<file path="config.mk">
export PLATFORM = sky130hd
export DESIGN_NAME = dll_cfg_spi_slave_flat
export DESIGN_NICKNAME = d
export VERILOG_FILES = /design/src/rtl/dll_cfg_spi_slave_if.sv /design/src/rtl/dll_cfg_spi_slave.sv /design/src/flat_wrapper.sv
export SDC_FILE = /design/constraint.sdc
export NUM_CORES = 1
export LEC_CHECK = 0
export CAP_MARGIN = 5
export CORE_MARGIN = 2
export CORE_UTILIZATION = 55
export CTS_CLUSTER_DIAMETER = 100
export DETAILED_ROUTE_END_ITERATION = 7
export HOLD_SLACK_MARGIN = 0.08
export PLACE_DENSITY = 0.81
export SETUP_SLACK_MARGIN = 0.1
export SYNTH_ARGS = -nofsm -noshare
export SYNTH_HDL_FRONTEND = slang
export SYNTH_SLANG_ARGS = --single-unit
</file>
<file path="constraint.sdc">
create_clock -name clk -period 3.9 [get_ports clk]
set_input_delay 0.585 -clock clk [delete_from_list [all_inputs] [get_ports clk]]
set_output_delay 0.585 -clock clk [all_outputs]
set_load 0.02 [all_outputs]
</file>
<file path="src/rtl/dll_cfg_spi_slave_if.sv">
// dll_cfg_spi_slave_if: host-facing serial pins of the DLL config responder
interface dll_cfg_spi_slave_if;
  logic sck;
  logic csn;
  logic sdi;
  logic sdo;
  logic sdo_oe;
  modport master (output sck, csn, sdi, input sdo, sdo_oe);
  modport slave (input sck, csn, sdi, output sdo, sdo_oe);
endinterface

</file>
<file path="src/rtl/dll_cfg_spi_slave.sv">
// dll_cfg_spi_slave: mode-0 serial responder giving the host R/W access to DLL config registers
module dll_cfg_spi_slave #(
  parameter int SYNC_STAGES = 2,
  parameter int NUM_REGS    = 4,
  parameter int DATA_W      = 8
) (
  input  logic                       clk,
  input  logic                       rst,
  dll_cfg_spi_slave_if.slave         spi,
  input  logic [DATA_W-1:0]          status_in,
  output logic [NUM_REGS*DATA_W-1:0] reg_q,
  output logic                       wr_pulse,
  output logic [2:0]                 wr_addr,
  output logic                       frame_err
);
  localparam int CW = $clog2(DATA_W + 4);
  localparam int L = SYNC_STAGES - 1;
  localparam logic [3:0] NR = 4'(NUM_REGS);
  typedef enum logic [1:0] {IDLE, CMD, DATA, DONE} state_t;
  state_t state_q, state_d;
  logic [SYNC_STAGES-1:0] sck_s, csn_s, sdi_s;
  logic [SYNC_STAGES:0] vld;
  logic sck_d, csn_d;
  logic sck_rise, sck_fall, csn_rise, csn_fall, sdi_b, last, err, commit;
  logic [CW-1:0] cnt;
  logic [3:0] cmd_q;
  logic [DATA_W-1:0] wsh, rsh, wdata;
  logic [DATA_W-1:0] regs [NUM_REGS];
  logic [DATA_W-1:0] rd_tab [8];
  // vld marks when the csn pipeline holds real samples, so a csn already low at reset release is not a fall
  always_ff @(posedge clk or posedge rst)
    if (rst) begin
      sck_s <= '0;
      csn_s <= '1;
      sdi_s <= '0;
      sck_d <= 1'b0;
      csn_d <= 1'b1;
      vld   <= '0;
    end else begin
      sck_s <= {sck_s[SYNC_STAGES-2:0], spi.sck};
      csn_s <= {csn_s[SYNC_STAGES-2:0], spi.csn};
      sdi_s <= {sdi_s[SYNC_STAGES-2:0], spi.sdi};
      sck_d <= sck_s[L];
      csn_d <= csn_s[L];
      vld   <= {vld[SYNC_STAGES-1:0], 1'b1};
    end
  assign sck_rise = sck_s[L] & ~sck_d;
  assign sck_fall = ~sck_s[L] & sck_d;
  assign csn_fall = vld[SYNC_STAGES] & csn_d & ~csn_s[L];
  assign csn_rise = vld[SYNC_STAGES] & ~csn_d & csn_s[L];
  assign sdi_b = sdi_s[L];
  assign last = state_q == DATA && sck_rise && cnt == CW'(DATA_W - 1);
  assign wdata = {wsh[DATA_W-2:0], sdi_b};
  always_comb begin
    state_d = state_q;
    err = 1'b0;
    commit = 1'b0;
    case (state_q)
      IDLE: state_d = csn_fall ? CMD : IDLE;
      CMD: begin
        state_d = csn_rise ? IDLE : (sck_rise && cnt == CW'(3)) ? DATA : CMD;
        err = csn_rise;
      end
      DATA: begin
        state_d = last ? (csn_rise ? IDLE : DONE) : csn_rise ? IDLE : DATA;
        err = csn_rise && !last;
        commit = last && !cmd_q[3] && {1'b0, cmd_q[2:0]} < NR;
      end
      default: state_d = csn_rise ? IDLE : DONE;
    endcase
  end
  always_comb begin
    rd_tab = '{default: '0};
    rd_tab[7] = status_in;
    for (int i = 0; i < NUM_REGS; i++) rd_tab[i] = regs[i];
  end
  always_ff @(posedge clk or posedge rst)
    if (rst) state_q <= IDLE;
    else state_q <= state_d;
  // the fall right after the 4th rise keeps the MSB on sdo; later falls advance the shifter
  always_ff @(posedge clk or posedge rst)
    if (rst) begin
      cnt       <= '0;
      cmd_q     <= '0;
      wsh       <= '0;
      rsh       <= '0;
      regs      <= '{default: '0};
      wr_pulse  <= 1'b0;
      wr_addr   <= '0;
      frame_err <= 1'b0;
    end else begin
      cnt <= state_q != state_d ? '0 : sck_rise ? cnt + CW'(1) : cnt;
      if (state_q == CMD && sck_rise) cmd_q <= {cmd_q[2:0], sdi_b};
      if (state_q == CMD && sck_rise && cnt == CW'(3)) rsh <= rd_tab[{cmd_q[1:0], sdi_b}];
      else if (state_q == DATA && sck_fall && cnt != '0) rsh <= {rsh[DATA_W-2:0], 1'b0};
      if (state_q == DATA && sck_rise) wsh <= wdata;
      for (int i = 0; i < NUM_REGS; i++)
        if (commit && cmd_q[2:0] == 3'(i)) regs[i] <= wdata;
      wr_pulse  <= commit;
      wr_addr   <= commit ? cmd_q[2:0] : wr_addr;
      frame_err <= err;
    end
  for (genvar g = 0; g < NUM_REGS; g++) begin : g_out
    assign reg_q[g*DATA_W +: DATA_W] = regs[g];
  end
  assign spi.sdo_oe = state_q == DATA && cmd_q[3];
  assign spi.sdo = spi.sdo_oe & rsh[DATA_W-1];
endmodule

</file>
<file path="src/flat_wrapper.sv">
// flat-port wrapper written by rule: the top's interface ports become plain ports
module dll_cfg_spi_slave_flat 
#(
  parameter int SYNC_STAGES = 2,
  parameter int NUM_REGS    = 4,
  parameter int DATA_W      = 8
)
  (clk, rst, status_in, reg_q, wr_pulse, wr_addr, frame_err, spi_sck, spi_csn, spi_sdi, spi_sdo, spi_sdo_oe);
  dll_cfg_spi_slave_if spi_i ();
  input  logic clk;
  input  logic rst;
  input  logic [DATA_W-1:0] status_in;
  output logic [NUM_REGS*DATA_W-1:0] reg_q;
  output logic wr_pulse;
  output logic [2:0] wr_addr;
  output logic frame_err;
  input wire logic [$bits(spi_i.sck)-1:0] spi_sck;
  input wire logic [$bits(spi_i.csn)-1:0] spi_csn;
  input wire logic [$bits(spi_i.sdi)-1:0] spi_sdi;
  output wire logic [$bits(spi_i.sdo)-1:0] spi_sdo;
  output wire logic [$bits(spi_i.sdo_oe)-1:0] spi_sdo_oe;
  assign spi_i.sck = spi_sck;
  assign spi_i.csn = spi_csn;
  assign spi_i.sdi = spi_sdi;
  assign spi_sdo = spi_i.sdo;
  assign spi_sdo_oe = spi_i.sdo_oe;
  dll_cfg_spi_slave #(.SYNC_STAGES(SYNC_STAGES), .NUM_REGS(NUM_REGS), .DATA_W(DATA_W)) u_core (.clk(clk), .rst(rst), .spi(spi_i), .status_in(status_in), .reg_q(reg_q), .wr_pulse(wr_pulse), .wr_addr(wr_addr), .frame_err(frame_err));
endmodule
</file>
# --- After elaboration in Yosys (flattened, before gate mapping) ---
# Cells that the tools add are included.
op_classes:
  add_sub_neg: 1
  multipliers: 0
  div_mod_pow: 0
  magnitude_cmp: 2
  n_eq_ne: 8
  n_shift: 0
  muxes: 16
  n_bitwise: 12
  n_reduce_logical: 22
op_table:
  columns: ["cell", "count"]
  rows:
  - ["$mux W8", 4]
  - ["$bmux W8 S3", 1]
  - ["$logic_and A1 B1 Y1", 15]
  - ["$mux W2", 5]
  - ["$mux W4", 2]
  - ["$and A1 B1 Y1", 7]
  - ["$eq A3 B2 Y1 const B", 2]
  - ["$pmux W2 S3", 1]
  - ["$add A4 B1 Y4 const B", 1]
  - ["$eq A4 B2 Y1 const B", 1]
  - ["$eq A4 B3 Y1 const B", 1]
  - ["$ge A4 B4 Y1 const B", 1]
  - ["$not A1 Y1", 4]
  - ["$not A3 Y4", 1]
  - ["$reduce_bool A2 Y1", 2]
  - ["$reduce_bool A4 Y1", 1]
  - ["$eq A3 B1 Y1 const B", 1]
  - ["$logic_not A3 Y1", 1]
  - ["$lt A3 B3 Y1 const B", 1]
  - ["$eq A2 B1 Y1 const B", 1]
  - ["$eq A2 B2 Y1 const B", 1]
  - ["$logic_not A1 Y1", 2]
  - ["$logic_not A2 Y1", 1]
  - ["$mux W1", 2]
  - ["other kinds (2)", 2]
totals:
  ff_bits: 73
  latch_bits: 0
  mem_bits_rw: 0
  romBits: 0
  input_bits: 13
  out_inout_bits: 39
  elab_cells: 79
  memories: 0

# --- Longest topological paths before layout ---
depth:
  ltp_word: 8
  depth_mapped: 7

# --- Worst setup path after synthesis ---
# Ideal clock, no wire load.
synth_path:
  path_type: "flip-flop to flip-flop"
  startpoint: "register u_core.state_q[0]"
  endpoint: "register u_core.regs (netlist bit u_core.reg_q[16])"
  arrival_time_ns: 1.746
  slack_ns: 2.029
  stages_incl_launch_ff: 7
  synth_period_minus_slack_ns: 1.871
  cell_sequence: "dfrtp_1 inv_1 ha_1 buf_2 nand4_4 nor3b_4 mux2_2"
synth_between:
  elab_chain_cells: 7
synth_rtl:
  columns: ["item", "line_no", "source"]
  rows:
  - ["from (decl)", "dll_cfg_spi_slave.sv:20", "state_t state_q, state_d;"]
  - ["from (signal assigned)", "dll_cfg_spi_slave.sv:79", "else state_q <= state_d;"]
  - ["$eq A2 B2 Y1 (*)", "dll_cfg_spi_slave.sv:52, dll_cfg_spi_slave.sv:58", null]
  - ["$logic_and A1 B1 Y1 (2 in series)", "dll_cfg_spi_slave.sv:52", "assign last = state_q == DATA && sck_rise && cnt == CW'(DATA_W - 1);"]
  - ["$logic_and A1 B1 Y1 (2 in series)", "dll_cfg_spi_slave.sv:67", "commit = last && !cmd_q[3] && {1'b0, cmd_q[2:0]} < NR;"]
  - ["$mux W1 (*)", "dll_cfg_spi_slave.sv:58", "case (state_q)"]
  - ["$logic_and A1 B1 Y1 (*)", "dll_cfg_spi_slave.sv:98", "if (commit && cmd_q[2:0] == 3'(i)) regs[i] <= wdata;"]
  - ["to (signal, indexed assignment)", "dll_cfg_spi_slave.sv:98", null]
  - ["to (decl)", "dll_cfg_spi_slave.sv:28", "logic [DATA_W-1:0] regs [NUM_REGS];"]
# Mark *: on every way between the ends. The rest lies on a longest branch, timed or not.
# A chain may end at the register's enable or synchronous reset.

# --- Final worst setup path ---
layout_path:
  startpoint: "register u_core.state_q[0]"
  endpoint: "output port spi_sdo"
layout_between:
  elab_chain_cells: 3
layout_rtl:
  columns: ["item", "line_no", "source"]
  rows:
  - ["$eq A2 B2 Y1", "dll_cfg_spi_slave.sv:106", "assign spi.sdo_oe = state_q == DATA && cmd_q[3];"]
  - ["$logic_and A1 B1 Y1", "dll_cfg_spi_slave.sv:106", null]
  - ["$and A1 B1 Y1", "dll_cfg_spi_slave.sv:107", "assign spi.sdo = spi.sdo_oe & rsh[DATA_W-1];"]
  - ["to (decl)", "flat_wrapper.sv:20", "output wire logic [$bits(spi_i.sdo)-1:0] spi_sdo;"]
# No other way between the ends.

==> reports/results.tsv <==
metric	value	unit
required	3.31	ns
synth_fa_ha_area_share	2.274	%
rrSetupSlack	1.65	ns
drv_slew	0	
worstPathCellList	inv_1 > ha_1 > and3_1 > clkdlybuf4s50_1	
core_area	0.005851	mm^2
root_buffer	clkbuf_8	
tightest_slew	0.9056	ns
clock_sinks	73	
start_kind	flip-flop	
reg2regPathDepth	5	
rr_startpoint	u_core.state_q[0]$_DFF_PP0_	
vias	2169	
row_count	28	
relSlewSlack	39.63	%
slowest_stage	clkdlybuf4s50_1	
p_comb_share	18.9	%
fin_crit	2.667	ns
finalSetupTns	0	ns
async_flop_share	100.0	%
multi_input_area	0.001386	mm^2
drt_iter0_markers	125	
first_global_vias	2260	
crit_start	u_core.state_q[0]$_DFF_PP0_	
wl	7.185	mm
antenna_found_initial	0	
clock.fmax	374.9	MHz
dpl.hpwl	4.765	mm
wl_per_cell	18.76	um
synth_flop_cell	dfrtp_1	
wl_met2	3.612	mm
ctsHoldBuffers	0	
syn_inst	250	
skew	0.01143	ns
fill_cells	421	
end_kind	output pin	
critPathKind	reg2out	
syn_avg_cell_area	13.21	um^2
drtPass1Iterations	4	
power_density	469.3	mW/mm^2
arrival	2.08	ns
synth_compound_area_share	7.806	%
synth_area	0.003302	mm^2
synthTopCellsByArea	dfrtp_1, mux2_2, mux2i_1	
insertion_delay	0.35	ns
p_seq_share	46.9	%
ant_nets	0	
dp_slack	1.606	ns
drive_gt1_share	25.97	%
gp_congestion	0.7683	
top_layer_used	met4	
layout_common_cells	dfrtp_1, clkdlybuf4s50_1, mux2_2	
regArea	0.001831	mm^2
ys_seq_elements	73	
wl_met3	313	um
final_common_cell	dfrtp_1	
rsz0062_at_grt	no	
die_w	81.48	um
finalHoldViolCount	0	
drv_cap	0	
grt_max_degree	48	
synth_edf_count	0	
syn-num-nets	269	
cpPeakStageDelay	0.60	ns
leakage	1.805	nW
ios	52	
cts_tree	built	
drt-vias-per-instance	5.663	
grt_util_all_layers	24.21	%
drc_errors	0	
num_antenna_cells	0	
ys_seq_area_share	55.44	%
synth_top_family_by_area	multiplexers	
final.period_utilization	68.40	%
yosys_warnings	0	
synthSimpleGateAreaFrac	9.208	%
p_sw	567.5	uW
intPower	1.351	mW
start_util	56.44	%
numPortBuffers	51	
syn2layout_area_growth	23.80	%
reg2reg_to	u_core.reg_q[17]$_DFFE_PP0P_	
clkPwrFrac	34.2	%
ctsResizeCount	0	
die_area	0.006639	mm^2
setup_ws	1.233	ns
cts_buffers	9	
clkTransAtPathRegs	0.07	ns
status	completed	
ys_types	38	
hp-class	reg2reg	
synth_mux_area_share	21.26	%
setup_violations	0	
crit_fanout	9	
htree_levels	3	
yosys.area.top_type	dfrtp_1	
grt_pass1_wl	11.64	mm
vdd_drop_max	0.2996	mV
swShare	29.58	%
met1_length	3.177	mm
die-height	81.48	um
crit_path_end	spi_sdo	
yosys.area_share.xor_xnor	1.326	%
fin_nets	322	
synth_top_area_share	53.05	%
grt_overflow_total	0	
post-cts-setup-buffer-count	0	
clock_path_buffers	2	
==> synthesized netlist by cell type (all sizes together) (2+ instances only) <==
master	n
a21oi	3
o22ai	8
nand4	2
nand3	2
xor2	2
mux2	49
xnor2	3
and2	2
dfrtp	70
nor3	5
dfstp	3
inv	7
ha	6
nor2b	2
nor2	7
and3b	2
a22oi	8
nor3b	2
mux2i	15
clkbuf	3
nand2	22
buf	8
o21ai	10
==> registers in the layout (all words and copies together) (netlist names) <==
name / flops
u_core.cnt: 4
u_core.sck_d: 1
u_core.wr_pulse: 1
u_core.cmd_q: 4
u_core.wr_addr: 3
u_core.frame_err: 1
u_core.state_q: 2
u_core.rsh: 8
u_core.sck_s: 2
u_core.vld: 3
u_core.reg_q: 32
u_core.csn_s: 2
u_core.csn_d: 1
u_core.wsh: 7
u_core.sdi_s: 2
==> critical path, delay by kind of cell (launching register included) <==
| family | cells | cell delay [ns] |
|---|---|---|
| buffers and inverters | 2 | 0.71 |
| adders and majority gates | 1 | 0.41 |
| DFF | 1 | 0.40 |
| and+or+nand+nor | 1 | 0.22 |
==> per-stage QoR <==
| stage | area [um^2] | util (%) | power (mW) | cells | hold slack [ns] |
|---|---|---|---|---|---|
| floorplan | 3302 | - | 1.175 | 250 | 0.3312 |
| global placement | 3866 | 66.08 | 1.252 | 367 | 0.3323 |
| detailed placement | 3866 | 66.08 | 1.270 | 367 | 0.3379 |
| CTS | 4088 | 69.87 | 1.922 | 383 | 0.3547 |
| global route | 4088 | 69.87 | 2.005 | 383 | 0.3620 |
| finish | 4088 | 69.87 | 1.918 | 383 | 0.3528 |
==> routing by layer <==
layer / vias up / track usage, %
li1: 995 / -
met1: 1111 / 31.38
met2: 55 / 39.34
met3: 8 / 5.714
met4: 0 / 10.00
met5: - / 0
==> cell families (layout without fill, tap and decap cells) <==
kind of cell,Yosys count,in the layout
XOR/XNOR,5,5
AO/OA/AOI/OAI,33,33
other,1,1
flip-flops,73,73
adder cells (fa/ha/maj),6,6
multiplexers,64,64
AND/OR/NAND/NOR,49,49
buffers and inverters,19,77
==> power by group through the flow <==
stage	clock network [mW]	logic (mW)	registers (mW)
floorplan	0	0.312	0.862
global placement	0	0.347	0.906
detailed placement	0	0.359	0.911
CTS	0.663	0.363	0.897
global route	0.703	0.393	0.908
finish	0.656	0.363	0.900
==> cell type report <==
cell class | instances | area share [%]
inverters | 8 | 0.7346
multi-input cells | 158 | 33.91
repair buffers | 53 | 12.86
clock buffers | 11 | 3.459
flip-flops and latches | 73 | 44.78
well taps | 75 | 2.296
clock inverters | 5 | 1.959
==> worst min path at each step <==
stage | start | to | slack [ns] | cells after the start
floorplan | u_core.sck_s[0]$_DFF_PP0_ | u_core.sck_s[1]$_DFF_PP0_ | 0.33 | 0
global placement | u_core.vld[0]$_DFF_PP0_ | u_core.vld[1]$_DFF_PP0_ | 0.33 | 0
detailed placement | u_core.vld[1]$_DFF_PP0_ | u_core.vld[2]$_DFF_PP0_ | 0.34 | 0
CTS | u_core.vld[1]$_DFF_PP0_ | u_core.vld[2]$_DFF_PP0_ | 0.35 | 0
global route | u_core.vld[1]$_DFF_PP0_ | u_core.vld[2]$_DFF_PP0_ | 0.36 | 0
finish | u_core.vld[1]$_DFF_PP0_ | u_core.vld[2]$_DFF_PP0_ | 0.35 | 0
(Power assumes the default switching activity.)
